<file path="src/rtl/sgpr_ckpt_ctrl.sv">
// Checkpoint/restore sequencer for the primary/shadow sgpr pair.
// Copies R1..R(N-1) between files through a one-deep read->write pipeline while busy_o stalls the core.
module sgpr_ckpt_ctrl #(
    parameter bit RV32E      = 1'b0,
    parameter int DATA_WIDTH = 32
) (
    input  logic                  clk,
    input  logic                  rst,
    input  logic                  ckpt_req_i,
    input  logic                  restore_req_i,
    output logic                  busy_o,
    output logic                  done_o,
    output logic                  dir_o,
    output logic                  req_drop_o,
    output logic [4:0]            prim_raddr_o,
    input  logic [DATA_WIDTH-1:0] prim_rdata_i,
    output logic [4:0]            shad_raddr_o,
    input  logic [DATA_WIDTH-1:0] shad_rdata_i,
    output logic [4:0]            prim_waddr_o,
    output logic [DATA_WIDTH-1:0] prim_wdata_o,
    output logic                  prim_we_o,
    output logic [4:0]            shad_waddr_o,
    output logic [DATA_WIDTH-1:0] shad_wdata_o,
    output logic                  shad_we_o
);

    localparam int ADDR_WIDTH = RV32E ? 4 : 5;
    localparam int NUM_WORDS  = 2 ** ADDR_WIDTH;
    localparam logic [ADDR_WIDTH-1:0] LAST_IDX = ADDR_WIDTH'(NUM_WORDS - 1);
    localparam logic [ADDR_WIDTH-1:0] ONE_IDX  = ADDR_WIDTH'(1);

    typedef enum logic [1:0] {
        IDLE  = 2'd0,
        COPY  = 2'd1,
        DRAIN = 2'd2,
        DONE  = 2'd3
    } state_t;

    state_t                  state_q, state_d;
    logic [ADDR_WIDTH-1:0]   idx_q, idx_d;
    logic                    dir_q, dir_d;
    logic                    busy_q, busy_d;
    logic                    done_q, done_d;
    logic                    drop_q, drop_d;
    logic [4:0]              prim_raddr_q, prim_raddr_d;
    logic [4:0]              shad_raddr_q, shad_raddr_d;
    logic [4:0]              prim_waddr_q, prim_waddr_d;
    logic [4:0]              shad_waddr_q, shad_waddr_d;
    logic [DATA_WIDTH-1:0]   prim_wdata_q, prim_wdata_d;
    logic [DATA_WIDTH-1:0]   shad_wdata_q, shad_wdata_d;
    logic                    prim_we_q, prim_we_d;
    logic                    shad_we_q, shad_we_d;
    logic                    req_any;

    assign req_any = ckpt_req_i | restore_req_i;

    always_comb begin
        state_d      = state_q;
        idx_d        = idx_q;
        dir_d        = dir_q;
        busy_d       = 1'b0;
        done_d       = 1'b0;
        drop_d       = 1'b0;
        prim_raddr_d = '0;
        shad_raddr_d = '0;
        prim_waddr_d = '0;
        shad_waddr_d = '0;
        prim_wdata_d = '0;
        shad_wdata_d = '0;
        prim_we_d    = 1'b0;
        shad_we_d    = 1'b0;

        case (state_q)
            IDLE: begin
                if (req_any) begin
                    state_d = COPY;
                    dir_d   = restore_req_i;
                    idx_d   = ONE_IDX;
                    busy_d  = 1'b1;
                    if (restore_req_i) shad_raddr_d = 5'(ONE_IDX);
                    else               prim_raddr_d = 5'(ONE_IDX);
                end
            end
            COPY: begin
                drop_d = req_any;
                busy_d = 1'b1;
                // Registered write of the word read this cycle lands on the destination next cycle.
                if (dir_q) begin
                    prim_we_d    = 1'b1;
                    prim_waddr_d = 5'(idx_q);
                    prim_wdata_d = shad_rdata_i;
                end else begin
                    shad_we_d    = 1'b1;
                    shad_waddr_d = 5'(idx_q);
                    shad_wdata_d = prim_rdata_i;
                end
                if (idx_q == LAST_IDX) begin
                    state_d = DRAIN;
                end else begin
                    idx_d = idx_q + ONE_IDX;
                    if (dir_q) shad_raddr_d = 5'(idx_q + ONE_IDX);
                    else       prim_raddr_d = 5'(idx_q + ONE_IDX);
                end
            end
            DRAIN: begin
                drop_d  = req_any;
                done_d  = 1'b1;
                state_d = DONE;
            end
            DONE: begin
                drop_d  = req_any;
                state_d = IDLE;
            end
            default: state_d = IDLE;
        endcase
    end

    always_ff @(posedge clk) begin
        if (rst) begin
            state_q      <= IDLE;
            idx_q        <= '0;
            dir_q        <= 1'b0;
            busy_q       <= 1'b0;
            done_q       <= 1'b0;
            drop_q       <= 1'b0;
            prim_raddr_q <= '0;
            shad_raddr_q <= '0;
            prim_waddr_q <= '0;
            shad_waddr_q <= '0;
            prim_wdata_q <= '0;
            shad_wdata_q <= '0;
            prim_we_q    <= 1'b0;
            shad_we_q    <= 1'b0;
        end else begin
            state_q      <= state_d;
            idx_q        <= idx_d;
            dir_q        <= dir_d;
            busy_q       <= busy_d;
            done_q       <= done_d;
            drop_q       <= drop_d;
            prim_raddr_q <= prim_raddr_d;
            shad_raddr_q <= shad_raddr_d;
            prim_waddr_q <= prim_waddr_d;
            shad_waddr_q <= shad_waddr_d;
            prim_wdata_q <= prim_wdata_d;
            shad_wdata_q <= shad_wdata_d;
            prim_we_q    <= prim_we_d;
            shad_we_q    <= shad_we_d;
        end
    end

    assign busy_o       = busy_q;
    assign done_o       = done_q;
    assign dir_o        = dir_q;
    assign req_drop_o   = drop_q;
    assign prim_raddr_o = prim_raddr_q;
    assign shad_raddr_o = shad_raddr_q;
    assign prim_waddr_o = prim_waddr_q;
    assign shad_waddr_o = shad_waddr_q;
    assign prim_wdata_o = prim_wdata_q;
    assign shad_wdata_o = shad_wdata_q;
    assign prim_we_o    = prim_we_q;
    assign shad_we_o    = shad_we_q;

endmodule

</file>
<file path="config.mk">
export PLATFORM = sky130hd
export DESIGN_NAME = sgpr_ckpt_ctrl
export DESIGN_NICKNAME = d
export VERILOG_FILES = /design/src/rtl/sgpr_ckpt_ctrl.sv
export SDC_FILE = /design/constraint.sdc
export NUM_CORES = 1
export LEC_CHECK = 0
export ABC_AREA = 1
export CAP_MARGIN = 20
export CELL_PAD_IN_SITES_DETAIL_PLACEMENT = 0
export CELL_PAD_IN_SITES_GLOBAL_PLACEMENT = 1
export CORE_UTILIZATION = 31
export CTS_BUF_LIST = sky130_fd_sc_hd__clkbuf_8
export CTS_CLUSTER_DIAMETER = 150
export CTS_CLUSTER_SIZE = 10
export DETAILED_ROUTE_END_ITERATION = 10
export PLACE_DENSITY = 0.91
export SLEW_MARGIN = 30
export SYNTH_ARGS = -nofsm -noshare
export SYNTH_HDL_FRONTEND = slang
export SYNTH_SLANG_ARGS = --single-unit
</file>
<file path="constraint.sdc">
create_clock -name clk -period 3.56 [get_ports clk]
set_clock_uncertainty 0.05 [all_clocks]
set_input_delay 0.712 -clock clk [delete_from_list [all_inputs] [get_ports clk]]
set_output_delay 0.712 -clock clk [all_outputs]
set_load 0.05 [all_outputs]
</file>
After elaboration in Yosys (flattened, before gate mapping)
Index checks and enable logic that the tools add are counted.
Cells by class
  $add $sub $neg: 1
  equality and inequality tests: 7
  muxes and demuxes: 21
  bitwise operators: 4
  reductions and logical operators: 10
Operator list (count)
  two-way mux 5 bit: 6
  case mux 5 bit (2 select lines): 3
  OR reduction 3 bit: 3
  two-way mux 1 bit: 8
  case mux 2 bit (4 select lines): 1
  != test 2 bit, second input constant: 3
  adder 5 x 1 -> 5 bit, second input constant: 1
  == test 5 bit, second input constant: 1
  == test 2 bit, second input constant: 2
  two-way mux 2 bit: 2
  AND reduction 2 bit: 2
  OR reduction 2 bit: 2
  NOT 1 bit: 3
  AND reduction 3 bit: 1
  == test 2 x 1 -> 1 bit, second input constant: 1
  logical NOT 2 bit: 1
  case mux 1 bit (2 select lines): 1
  nonzero test 2 bit: 1
  bitwise OR 1 bit: 1
Storage, ports and cells
  register bits after elaboration: 97
  input port bits: 68
  output and inout bits: 90
  word-level logic and storage cells: 57

Depth between registers and ports, before layout
Gate-level depths: netlist of the first run.
  depth after elaboration: 4
  mapped depth: 11
  gate-level depth less buffers: 11

Worst setup path before layout of the first run
No wires, ideal clock.
  kind: flip-flop to flip-flop
  start point: register idx_q[0]
  end point: register idx_q[4]
  arrival time: 1.384 ns
  data required time: 3.401 ns
  setup slack: 2.016 ns
  stages on the path, launching flop included: 12
  buffers on the path: 0
  cells stage by stage: dfxtp_1 -> ha_1 -> nand2_1 -> nor2_1 -> ha_1 -> inv_1 -> nand2_1 -> nand2_1 -> nand2_2 -> nand2_1 -> nand2_1 -> nor2_1
On the way
  cells in the longest elaborated chain, start to end: 3
RTL lines
  start, declared: RTL line 40  | logic [ADDR_WIDTH-1:0] idx_q, idx_d;
  start signal, assigned: RTL line 136  | idx_q <= idx_d;
  adder 5 x 1 -> 5 bit or == test 5 bit (tied branches): RTL line 100, 97
  two-way mux 5 bit or != test 2 bit (tied branches)
  case mux 5 bit (2 select lines) or AND reduction 3 bit (tied branches)
Parallel ways exist; a longest one is shown, timed or not. The select of a mux whose other input is x is not followed.
A chain may end at the register's enable or synchronous reset.

Worst setup path after layout of the first run
  start point: register dir_q, in the netlist dir_o
  end point: output dir_o
RTL lines
  start, declared: RTL line 41  | logic dir_q, dir_d;
  start signal, assigned: RTL line 137  | dir_q <= dir_d;
  end, declared: RTL line 13  | output logic dir_o,
No word-level cell between the ends.

==> results.md, run 1 <==
GRT:
- The number of global-route vias before repair is 2,205.
- Entering global routing, the biggest net connects 38 pins.
- The initial antenna violation count came to 0.
- The total congestion overflow is 0.
- The first global-routing pass estimated 10.1 mm of wire.
- The global router's overall resource usage is 12.7%.

Floorplanning:
- The core area is 0.00973 mm2.
- The floorplan step set the die width to 102 um.
- The number of placement rows is 36.
- The area of the die is 0.0104 mm2.
- Measured along the y axis, the die boundary spans 102 um.
- 158 I/O pins were placed.
- The starting density of the core is 31.8%.

STA:
- Setup violations remaining at the end of the flow were counted as 0.
- The worst pin sits at a relative slew slack of 64.0%.
- The post-route minimum period is 2410 ps.
- The max-slew violation count is 0.
- The final hold violation count came to 0.
- Of the available clock period, the critical path in the final layout requires 67.7%.
- The slew at the pin with the worst max-slew slack is 539 ps.
- Setup repair after global routing left no endpoint under its margin.
- The setup TNS after final layout is 0 ps.
- Final hold analysis gives a worst-case slack of 452 ps.
- After layout, the worst setup slack is 1150 ps.
- Derived from the worst setup path, the maximum achievable clock frequency is 0.415 GHz.

Critical path:
- The launch point of the worst reg-to-reg path is idx_q[0].
- The critical path's slowest cell is clkdlybuf4s50_1.
- Data on the critical path arrives at its endpoint at 1650 ps.
- The most critical setup path has its startpoint at dir_o.
- The number of buffers and inverters on the critical path is 1.
- Walking the worst path, the cells encountered are clkdlybuf4s50_1.
- The dominant delay contributor by cell family on the critical path is buffers and inverters.
- Of all nets on the critical path, the largest fanout is 5.
- The nature of the critical path endpoint is a primary output.
- The delay of the slowest cell on the worst path is 850 ps.
- STA classifies the critical path startpoint as a register.
- The critical path class is register to primary output.
- At the worst endpoint, the required time is 2800 ps.

Logic synthesis:
- The portion of synthesized area spent on multiplexers is 0%.
- The number of cells produced by synthesis is 333.
- Summing the areas of all xor and xnor instances in the mapped netlist gives 0.283% of the synthesized area.
- Sequential elements use 62.7% of the synthesized area.
- Of the total synthesized cell area, the portion taken by full adders, half adders and majority gates is 2.42%.
- The post-synthesis register bit count is 97.
- The synthesis warning total is 0.
- The main combinational cell family by area after synthesis is simple AND/OR/NAND/NOR gates.
- The basic-gate share of the synthesized area counting and, or, nand and nor cells is 20.8%.
- The number of nets in the synthesized netlist is 407.
- The average instance in the mapped netlist occupies 9.30 um2.
- The synthesized netlist devotes 1.21% of its cell area to compound gates.
- The number of distinct library cells after synthesis is 23.
- The synthesized netlist occupies a cell area of 0.00310 mm2.

Place:
- In this run the tool buffered the top-level ports with 157 buffer cells.
- Routability-driven placement finished with a final weighted congestion of 0.832.
- After detailed placement, the total cell area comes to 0.00475 mm2.
- OpenSTA, run right after detailed placement, puts the worst setup slack at 1230 ps.
- The half-perimeter wire length after detailed placement is 5.38 mm.

Cells and area:
- Compared with the post-synthesis result, the final layout area differs by 59.6%.
- The proportion of layout cells with a drive suffix above 1 is 7.62%.
- Once layout is done, the placed cells without fillers occupy 0.00494 mm2.
- The fill cell total of the finished layout is 903.
- After the last flow step, the layout net total stands at 568.
- The final cell utilization of the core is 50.8%.
- The antenna diode instance count is 0.

Clocking:
- The clock buffer count from CTS is 9.
- The clock edge transition at the registers on the reported setup and hold paths is 90 ps.
- The clock latency reported for the late side of the worst-skew pair is 340 ps.
- The root buffer cell is clkbuf_8.
- The H-tree depth reported by CTS is 3.
- The number of sinks handled by clock tree synthesis is 97.
- TritonCTS built the clock tree.
- Once the clock tree was built, the resizer swapped 0 gates to a different size.
- After clock tree synthesis, the flow added hold-fix buffers numbering 0.
- The maximum count of clock buffers along a single path is 2.
- Once the clock tree was built, the setup fixing pass inserted 0 buffers.

Route:
- The first-iteration detailed-routing DRC count is 50.
- For this block, the routed nets add up to 7.06 mm of wire.
- The routed layout has 2,474 vias.
- The remaining antenna violation count after routing is 0.
- The number of DRC violations after detailed routing is 0.
- The mean routed wirelength per cell is 11.2 um.
- The count of TritonRoute iterations in the first routing pass is 4.
- The number of vias per cell is 3.91.

Run status:
- The flow ran to the end, and the final reports show no timing, DRC or antenna violations.

Worst hold path:
- In this run the most critical hold path is launched from idx_q[3].
- The tightest min-delay check is of the register to register type.

Flow run:
- The tool flagged a number of max-cap violations equal to 0.

Power:
- The power per cell area is 576 mW/mm2.
- VDD sags by at most 0.000183 V.
- In this run the static leakage power is 2.16 nW.
==> flip-flops by register name, indices dropped and copies added (netlist names) <==
register and cells:
busy_o 1, dir_o 1, done_o 1, idx_q 5, prim_raddr_o 5, prim_waddr_o 5
prim_wdata_o 32, prim_we_o 1, req_drop_o 1, shad_raddr_o 5, shad_waddr_o 5, shad_wdata_o 32
shad_we_o 1, state_q 2
==> power breakdown <==
| group | switching (W) | leakage, nW | internal [W] |
|---|---|---|---|
| sequential | 0.0000517 | 0.786 | 0.00120 |
| clock | 0.000370 | 0.0959 | 0.000296 |
| combinational | 0.000613 | 1.28 | 0.000316 |
| total | 0.00103 | 2.16 | 0.00181 |
==> cells in the final DEF, fill, tap and decap left out, drive strengths merged <==
cell and instances:
xnor2 1, dfxtp 97, nand2 22, inv 82
nand3b 2, clkdlybuf4s50 157, a21oi 4, clkinv 3
a21boi 1, nor3 2, nand3 11, clkbuf 11
nor2 95, clkinvlp 1, nand4 2, o21ai 2
ha 6
==> path summary, 6_finish.rpt <==
| check | endpoint | slack [ps] | cells past startpoint |
|---|---|---|---|
| min reg2reg | idx_q[3] | 450 | 2 |
| max | dir_o | 1150 | 1 |
| min | idx_q[3] | 450 | 2 |
| max reg2reg | idx_q[4] | 1700 | 11 |
==> area by class of cell <==
type,count,area (um2),area share [%]
clock buffer,11,151,3.06
tap,133,166,3.37
timing repair buffer,157,1570,31.8
sequential,97,1940,39.3
clock inverter,5,38.8,0.784
multi-input combinational,148,766,15.5
inverter,81,309,6.25
==> Yosys cell counts <==
cell | count | share of area [%]
inv_1 | 78 | 9.5
nand3_1 | 11 | 1.8
ha_1 | 6 | 2.4
nand2_2 | 1 | 0.20
xnor2_1 | 1 | 0.28
nor2_2 | 5 | 1.0
buf_6 | 5 | 1.8
nor2_4 | 12 | 4.4
o21ai_0 | 1 | 0.16
a21oi_1 | 4 | 0.65
nand3b_1 | 2 | 0.48
buf_2 | 1 | 0.16
a21boi_0 | 1 | 0.24
o21ai_1 | 1 | 0.16
nand2_1 | 20 | 2.4
buf_12 | 1 | 0.65
dfxtp_1 | 97 | 63
nand2_4 | 1 | 0.36
inv_4 | 2 | 0.40
nor2_1 | 78 | 9.5
nand4_1 | 2 | 0.40
nor3_1 | 2 | 0.32
inv_2 | 1 | 0.12
==> metrics by stage <==
step           std cells  total power [W]
2_1_floorplan        333          0.00190
3_3_place_gp         616          0.00220
5_1_grt              632          0.00299
4_1_cts              632          0.00288
6_report             632          0.00285
3_5_place_dp         616          0.00221
==> layer usage <==
layer / global-route usage [%] / wire length, um / vias up / part of all wire [%]
li1: - / - / 1273 / -
met1: 12.4 / 2650 / 1101 / 38
met4: 5.38 / 114 / 0 / 1.6
met2: 25.0 / 3800 / 87 / 54
met3: 3.21 / 491 / 13 / 7.0
met5: 0 / 0 / - / 0
==> cell families (layout without fill, tap and decap cells) <==
group / Yosys count / after routing
DFF: 97 / 97
buffers and inverters: 88 / 254
AOI/OAI and AO/OA: 7 / 7
adders and majority gates: 6 / 6
xor gates and xnor gates: 1 / 1
and+or+nand+nor: 134 / 134
(Power assumes the default switching activity.)
==> inputs of run 2 (changes only) <==
CORE_UTILIZATION = 29   (was 31)
PLACE_DENSITY = 0.86   (was 0.91)
clock period = 2.35 ns   (was 3.56 ns; I/O delays follow)
==> run 2 against run 1 <==
  * Register-to-register slack worse by 1200 ps
  * Sequential power increased by 51%
  * Combinational power grew 51%
  * Routed wire length shrank 1.7%
  * Clock power grew 64%
  * First-iteration DRC count up 80%
  * Worst setup slack worse by 980 ps
  * Largest cell class unchanged
  * Largest power group unchanged
  * Highest routed layer unchanged
==> results.md, run 2 (same netlist as run 1, synthesis figures left out) <==
Critical path:
- The largest fanout on the critical path is 5 (unchanged).
- The critical path's slowest cell is clkdlybuf4s50_1 (unchanged).
- The launch point of the worst reg-to-reg path is idx_q[0] (unchanged).
- CP Cell Sequence: clkdlybuf4s50_1 (unchanged).
- The number of buffers and inverters on the critical path is 1 (unchanged).
- The worst reg-to-reg setup slack came to 540 ps (was 1700 ps).
- The nature of the critical path endpoint was a primary output (unchanged).
- The critical path class is register to primary output (unchanged).
- The delay of the slowest cell on the worst path is 850 ps (about the same).
- The dominant delay contributor by cell family on the critical path is buffers and inverters (unchanged).
- The length in cells of the worst reg-to-reg path was 11 (unchanged).
- The destination of the worst register-to-register timing path is idx_q[4] (unchanged).
- The launching element type of the critical path is a register (unchanged).
- The critical path arrival came to 1670 ps (was 1650 ps).
- The data required time at the worst endpoint is 1830 ps (was 2800 ps).

Floorplanning:
- The core area was 0.0103 mm2 (was 0.00973 mm2).
- The height of the die is 105 um (was 102 um).
- The area of the die is 0.0111 mm2 (was 0.0104 mm2).
- The width of the chip is 105 um (was 102 um).
- The number of primary I/O pins was 158 (unchanged).
- The number of placement rows was 37 (was 36).
- The starting density of the core was 30.0% (was 31.8%).

Clocking:
- The H-tree depth reported by CTS is 3 (unchanged).
- The clock buffer count from CTS came to 9 (unchanged).
- The CTS tree is yes (unchanged).
- The clock edge transition at the registers on the reported setup and hold paths is 90 ps (about the same).
- The number of resized instances in the post-cts repair step was 0 (unchanged).
- The root buffer cell is clkbuf_8 (unchanged).
- The clock latency reported for the late side of the worst-skew pair came to 360 ps (was 340 ps).
- The maximum count of clock buffers along a single path is 2 (unchanged).
- The count of buffers added by post-CTS timing repair for setup was 0 (unchanged).
- The quantity of hold-fixing buffers added after cts was 0 (unchanged).
- The number of sinks handled by clock tree synthesis is 97 (unchanged).

Cells and area:
- Commonest cells after routing, fill and taps aside: clkdlybuf4s50_1, dfxtp_1, inv_1 (was clkdlybuf4s50_1, dfxtp_1, inv_1, nor2_1, nand2_1).
- The antenna diode instance count came to 0 (unchanged).
- The area added between synthesis and finish is 60.3% (was 59.6%).
- The flip-flop and latch area is 0.00194 mm2 (unchanged).
- The most common cell after layout, fill and taps aside is clkdlybuf4s50_1 (unchanged).
- The post-route standard cell area excluding fillers is 0.00496 mm2 (was 0.00494 mm2).
- The fill cell total of the finished layout is 935 (was 903).
- The final net count is 568 (unchanged).
- The multi-input logic area came to 766 um2 (unchanged).
- The final cell utilization of the core was 48.1% (was 50.8%).
- The proportion of layout cells with a drive suffix above 1 is 7.41% (was 7.62%).

STA:
- The number of endpoints failing setup at the final stage came to 0 (unchanged).
- After layout, the minimum clock period comes to 2190 ps.
- The worst setup margin is 165 ps (was 1150 ps).
- The final period utilization is 93.0%.
- The tightest slew margin relative to the limit is 63.9% (was 64.0%).
- The setup TNS after final layout is 0 ps (unchanged).
- The max-slew violation count was 0 (unchanged).
- Unrepaired setup endpoints after global routing: false (unchanged).
- The highest clock rate is 0.458 GHz.
- The final hold violation count was 0 (unchanged).
- The slew at the pin with the worst max-slew slack is 540 ps (was 539 ps).

Route:
- The remaining antenna violation count after routing is 0 (unchanged).
- The mean routed wirelength per cell is 10.9 um (was 11.2 um).
- The number of vias per cell was 3.86 (was 3.91).
- The first-iteration detailed-routing DRC count is 90 (was 50).
- The count of TritonRoute iterations in the first routing pass was 4 (unchanged).
- The number of DRC violations after detailed routing was 0 (unchanged).
- The final routed wirelength across all metal layers is 6.94 mm (was 7.06 mm).
- The number of vias in the routed layout came to 2,452 (was 2,474).

GRT:
- The first-pass GRT wire length came to 10.9 mm (was 10.1 mm).
- The largest net degree at the start of global routing is 38 (unchanged).
- The routing usage on met1 is 14.0% (was 12.4%).
- The busiest metal layer after global routing is met2 (unchanged).
- The met2 usage in global routing is 22.5% (was 25.0%).
- The number of global-route vias before repair is 2,311 (was 2,205).
- The initial antenna violation count is 0 (unchanged).
- The met3 demand-to-capacity share in global routing came to 2.54% (was 3.21%).
- The global router's overall resource usage is 12.9% (was 12.7%).
- The total congestion overflow is 0 (unchanged).

Flow run:
- The max-cap check violation count is 0 (unchanged).

Run status:
- Outcome: completed (unchanged).

Place:
- The worst slack after detailed placement is 216 ps (was 1230 ps).
- The number of I/O port buffers was 157 (unchanged).
- The placed standard-cell area was 0.00476 mm2 (was 0.00475 mm2).
- The half-perimeter wire length after detailed placement was 5.30 mm (was 5.38 mm).
- The weighted congestion at the end of routability-driven global placement is 0.831 (was 0.832).

Worst hold path:
- The cell depth of the worst min-delay path came to 2 (unchanged).
- The start point of the worst hold path is idx_q[3] (unchanged).
- The path class of the lowest-slack min-delay path is register to register (unchanged).
- The end point of the most critical hold path was idx_q[3] (unchanged).

Power:
- The reported leakage power is 2.18 nW (was 2.16 nW).
- The largest vdd supply drop is 0.000326 V (was 0.000183 V).
- The power per cell area is 884 mW/mm2 (was 576 mW/mm2).
-- run 2: cell types whose count changed in the layout (fill, tap and decap cells not counted) --
| cell | change |
|---|---|
| inv_6 | -1 |
| inv_1 | +1 |
| clkinv_4 | -1 |
| bufinv_16 | +1 |
-- run 2: power breakdown --
| group | total, W | internal [W] | switching, W |
|---|---|---|---|
| logic | 0.00140 | 0.000479 | 0.000925 |
| registers | 0.00189 | 0.00182 | 0.0000758 |
| clock network | 0.00109 | 0.000547 | 0.000544 |
| total | 0.00439 | 0.00284 | 0.00154 |
-- run 2: layer usage --
layer,vias up,part of all wire [%]
met3,20,5.5
met1,1077,39
met2,84,51
met5,-,0
li1,1271,-
met4,0,3.9
-- run 2: stage by stage --
stage	std cells	hold slack (ps)	power [W]
after detailed placement	619	432	0.00335
after global placement	619	427	0.00333
final	635	439	0.00439
after CTS	635	444	0.00445
after global routing	635	477	0.00464
after floorplan	333	410	0.00288
-- run 2: worst max path at each step --
stage                     depth (start not counted)     start              end  slack (ps)
after floorplan                                  11  idx_q[0]         idx_q[4]         810
after global placement                            6       rst  prim_wdata_o[6]         310
after detailed placement                          6       rst  prim_wdata_o[2]         220
after CTS                                         1     dir_o            dir_o         140
after global routing                              1     dir_o            dir_o         110
final                                             1     dir_o            dir_o         160
-- run 2: cell type report --
class | instances | share of cell area (%)
clock buffer | 11 | 3.05
clock inverter | 5 | 1.11
inverter | 81 | 6.22
multi-input combinational | 148 | 15.4
sequential | 97 | 39.1
tap | 136 | 3.43
timing repair buffer | 157 | 31.7
